==> src/rtl/sram_capture_ctrl.sv <==
// Capture/readout controller for the 512x8 sample RAM.
// Fills one block from the CIC stream, then streams it back out in order.
module sram_capture_ctrl #(
    parameter int ADDR_WIDTH = 9,
    parameter int DATA_WIDTH = 8
) (
    input  logic                  clk,
    input  logic                  rst_n,
    input  logic                  start,
    input  logic [DATA_WIDTH-1:0] s_data,
    input  logic                  s_valid,
    output logic [DATA_WIDTH-1:0] m_data,
    output logic                  m_valid,
    input  logic                  m_ready,
    output logic [ADDR_WIDTH-1:0] ram_addr,
    output logic [DATA_WIDTH-1:0] ram_din,
    output logic                  ram_we,
    input  logic [DATA_WIDTH-1:0] ram_dout,
    output logic                  busy,
    output logic                  done
);

    localparam int DEPTH = 1 << ADDR_WIDTH;
    localparam logic [ADDR_WIDTH:0] LAST = (ADDR_WIDTH+1)'(DEPTH - 1);

    typedef enum logic [2:0] {
        IDLE,
        CAPTURE,
        FLUSH,
        READ_REQ,
        READ_WAIT,
        OUTPUT
    } state_t;

    state_t                state, state_n;
    logic [ADDR_WIDTH:0]   wr_ptr, wr_ptr_n;
    logic [ADDR_WIDTH:0]   rd_ptr, rd_ptr_n;
    logic [ADDR_WIDTH-1:0] addr_n;
    logic [DATA_WIDTH-1:0] din_n;
    logic                  we_n;
    logic [DATA_WIDTH-1:0] m_data_n;
    logic                  m_valid_n;
    logic                  done_n;

    // Next-state and next-value logic for every registered output.
    always_comb begin
        state_n   = state;
        wr_ptr_n  = wr_ptr;
        rd_ptr_n  = rd_ptr;
        addr_n    = ram_addr;
        din_n     = ram_din;
        we_n      = ram_we;
        m_data_n  = m_data;
        m_valid_n = m_valid;
        done_n    = 1'b0;
        unique case (state)
            IDLE: begin
                if (start) begin
                    wr_ptr_n = '0;
                    state_n  = CAPTURE;
                end
            end
            CAPTURE: begin
                if (s_valid) begin
                    we_n     = 1'b1;
                    din_n    = s_data;
                    addr_n   = wr_ptr[ADDR_WIDTH-1:0];
                    wr_ptr_n = wr_ptr + 1'b1;
                    if (wr_ptr == LAST) begin
                        state_n = FLUSH;
                    end
                end else begin
                    we_n = 1'b0;
                end
            end
            FLUSH: begin
                we_n     = 1'b0;
                addr_n   = '0;
                rd_ptr_n = '0;
                state_n  = READ_REQ;
            end
            READ_REQ: begin
                state_n = READ_WAIT;
            end
            READ_WAIT: begin
                m_data_n  = ram_dout;
                m_valid_n = 1'b1;
                state_n   = OUTPUT;
            end
            OUTPUT: begin
                if (m_ready) begin
                    m_valid_n = 1'b0;
                    if (rd_ptr == LAST) begin
                        done_n  = 1'b1;
                        state_n = IDLE;
                    end else begin
                        rd_ptr_n = rd_ptr + 1'b1;
                        addr_n   = rd_ptr_n[ADDR_WIDTH-1:0];
                        state_n  = READ_REQ;
                    end
                end
            end
            default: state_n = IDLE;
        endcase
    end

    // State, pointers and all outputs registered; synchronous clear.
    always_ff @(posedge clk) begin
        if (!rst_n) begin
            state    <= IDLE;
            wr_ptr   <= '0;
            rd_ptr   <= '0;
            ram_addr <= '0;
            ram_din  <= '0;
            ram_we   <= 1'b0;
            m_data   <= '0;
            m_valid  <= 1'b0;
            busy     <= 1'b0;
            done     <= 1'b0;
        end else begin
            state    <= state_n;
            wr_ptr   <= wr_ptr_n;
            rd_ptr   <= rd_ptr_n;
            ram_addr <= addr_n;
            ram_din  <= din_n;
            ram_we   <= we_n;
            m_data   <= m_data_n;
            m_valid  <= m_valid_n;
            busy     <= (state_n != IDLE);
            done     <= done_n;
        end
    end

endmodule

==> config.mk <==
export PLATFORM = sky130hd
export DESIGN_NAME = sram_capture_ctrl
export DESIGN_NICKNAME = d
export VERILOG_FILES = /design/src/rtl/sram_capture_ctrl.sv
export SDC_FILE = /design/constraint.sdc
export NUM_CORES = 1
export LEC_CHECK = 0
export ABC_AREA = 0
export BUFFER_PORTS_ARGS = -buffer_cell sky130_fd_sc_hd__buf_2
export CORE_MARGIN = 10
export CORE_UTILIZATION = 49
export CTS_CLUSTER_DIAMETER = 40
export DETAILED_ROUTE_END_ITERATION = 8
export HOLD_SLACK_MARGIN = 0.1
export MAX_ROUTING_LAYER = met4
export PLACE_DENSITY = 0.73
export SLEW_MARGIN = 10
export SYNTH_ARGS = -nofsm -noshare
export SYNTH_HDL_FRONTEND = slang
export SYNTH_SLANG_ARGS = --single-unit
==> constraint.sdc <==
create_clock -name clk -period 2.4 [get_ports clk]
set_clock_uncertainty 0.05 [all_clocks]
set_input_delay 0.48 -clock clk [delete_from_list [all_inputs] [get_ports clk]]
set_output_delay 0.48 -clock clk [all_outputs]
set_load 0.02 [all_outputs]
==> impl_metrics.ini <==
[timing]
rsz0062_at_grt = false
fmax_mhz = 504
slew_violations = 0
slew_headroom_pct = 59.0
worstMarginPinSlew_ns = 0.614
hold_violations = 0
finalSetupViolCount = 0
finalCriticalPeriod_ns = 1.98
fin_setup_tns_ns = 0
period_share_pct = 82.6

[detailed_routing]
drt-total-wl_microns = 6170
drt_iter0_drc = 157
viasPerCell = 5.72
drt_first_pass_iters = 5
antenna_left = 0
routedWlPerCell_microns = 15.1
vias = 2340
drcViolationCount = 0

[clocking]
ctsHoldBuffers = 0
clkLatencyLatePin_ns = 0.31
cts-resized-gates = 0
cts_tree = done
cts_made_buffers = 5
cts.clk_slew.worst_paths_ns = 0.09
htreeDepth = 2
clk_path_buf_depth = 2
cts_setup_buffers = 0
clock-sinks = 52
cts-root-buf = clkbuf_8

[placement]
post_dp_cell_area_sq_um = 2840
gp_congestion = 0.840
io_buffers = 49
place_hpwl_microns = 4490

[power_and_ir_drop]
powerDensity_nw_per_um2 = 536
p_leak_nw = 1.16
peakVddDrop_uv = 351

[layout]
drive_gt1_share_pct = 22.7
nNetsFinal = 361
n_fill_cell = 503
synthToLayoutAreaGrowth_pct = 14.6
diodes = 0
finalInstanceArea_sq_um = 2930

[worst_hold_path]
hold_path_depth = 3
hold_path.class = primary input to flip-flop

[floorplan]
die_y_microns = 92.3
design.core.area_sq_um = 5070
start_util_pct = 50.4
dieWidth_microns = 92.3
rows = 26
io_pins = 50
dieArea_sq_um = 8510

[logic_synthesis]
ys_seq_elements = 52
synth_most_common_cell = dfxtp_1
syn_inst = 296
ys.flop_type = dfxtp_1
synth_area_leader_cell = dfxtp_1
yosysSeqAreaShare_pct = 40.7
async_flop_share_pct = 0
syn_nets = 319
synth_edf_count = 0
yosys.cell_types.count = 55
yosys_warnings = 0
syn-cell-area_sq_um = 2560
synthTopCellsByArea = dfxtp_1, a21oi_1, nand2_1
synth_common_cells = dfxtp_1, nand2_1, a21oi_1
avgSynthCellArea_sq_um = 8.64
yosys.area.top_type_share_pct = 40.7

[setup_path]
cp_data_arrival_time_ns = 2.12
crit_path_top_delay_cell = dfxtp_1
reg2reg_depth = 4
endpoint_kind = flip-flop
crit_chain = and3b_1, nor2_1, a22oi_1, a211oi_2
cp_max_fo = 18
crit_path_max_incr_delay_ns = 0.72
critical_path_class = flip-flop to flip-flop
cp-start-kind = flip-flop
worstPathRequired_ns = 2.54

[global_routing]
grt_pass1_vias = 2375
grt_pass1_wl_microns = 11000
antenna_found_initial = 0
gr-total-overflow = 0
grtUsageTotal_pct = 15.8
grt_max_degree = 28

[status]
status = finished, final reports clean

[job]
cap_violations = 0
==> placed cells by master, fill, tap and decap left out, drive strengths merged, types with 4 or more instances in the layout <==
master  instances
nor3            7
nand4           6
mux2i          11
or3             4
nand2          36
a31oi           6
nand3          12
o21ai          13
o31ai           5
buf            58
clkbuf          7
nor2           16
dfxtp          52
a211oi          7
xor2            4
o21a            4
nand3b          5
a21oi          31
==> power breakdown <==
part | switching (mW) | internal, mW
combinational | 0.0903 | 0.0590
sequential | 0.0176 | 0.882
clock | 0.287 | 0.235
==> through the flow <==
step           utilization (%)  power [mW]  std cells  setup slack (ns)  hold slack (ns)
2_1_floorplan                -        1.02        296             0.694            0.409
3_3_place_gp              55.9        1.07        401             0.489            0.389
3_5_place_dp              55.9        1.07        401             0.420            0.397
4_1_cts                   57.8        1.59        409             0.424            0.335
5_1_grt                   57.8        1.64        409             0.224            0.344
6_report                  57.8        1.57        409             0.417            0.346
==> cells by family (layout without fill, tap and decap cells) <==
group	after synthesis	count (layout)	share of synthesized area, %
buffers and inverters	26	69	5.38
AO/OA/AOI/OAI	83	83	21.1
adder cells (fa/ha/maj)	2	2	0.978
flip-flops	52	52	40.7
XOR/XNOR	6	6	2.05
multiplexers	12	12	4.74
AND/OR/NAND/NOR	115	115	25.1
==> flip-flops by register name (all words and copies together) (netlist names) <==
| signal | count |
|---|---|
| busy | 1 |
| done | 1 |
| m_data | 8 |
| m_valid | 1 |
| ram_addr | 9 |
| ram_din | 8 |
| ram_we | 1 |
| rd_ptr | 10 |
| state | 3 |
| wr_ptr | 10 |
==> critical path: cells and delay by family, from the launching register on <==
kind | cells | cell delay (ns)
AO/OA/AOI/OAI | 2 | 0.35
AND/OR/NAND/NOR | 2 | 0.73
flip-flops | 1 | 0.72
==> metal layers <==
layer	vias up	GRT usage, %	routed length [microns]	part of all wire [%]
met5	-	-	0	0
met4	0	5.91	108	1.8
met3	9	4.89	396	6.4
met2	68	24.1	2770	45
met1	1089	19.1	2890	47
li1	1174	-	-	-
==> final timing paths <==
check / from / to / slack, ns
setup reg to reg: state[0]$_SDFF_PN0_ / ram_addr[3]$_SDFFE_PN0P_ / 0.42
setup / recovery: state[0]$_SDFF_PN0_ / ram_addr[3]$_SDFFE_PN0P_ / 0.42
hold reg to reg: ram_din[7]$_SDFFE_PN0P_ / ram_din[7]$_SDFFE_PN0P_ / 0.41
hold / removal: s_data[3] / ram_din[3]$_SDFFE_PN0P_ / 0.35
==> cell type report <==
class / instances / area, sq um / share of cell area, %
timing repair buffer: 58 / 313 / 10.7
sequential: 52 / 1040 / 35.5
clock inverter: 1 / 7.51 / 0.256
multi-input combinational: 218 / 1390 / 47.2
clock buffer: 7 / 86.3 / 2.94
inverter: 3 / 11.3 / 0.384
tap: 70 / 87.6 / 2.99
No activity file was read; power rests on OpenSTA's default activity.
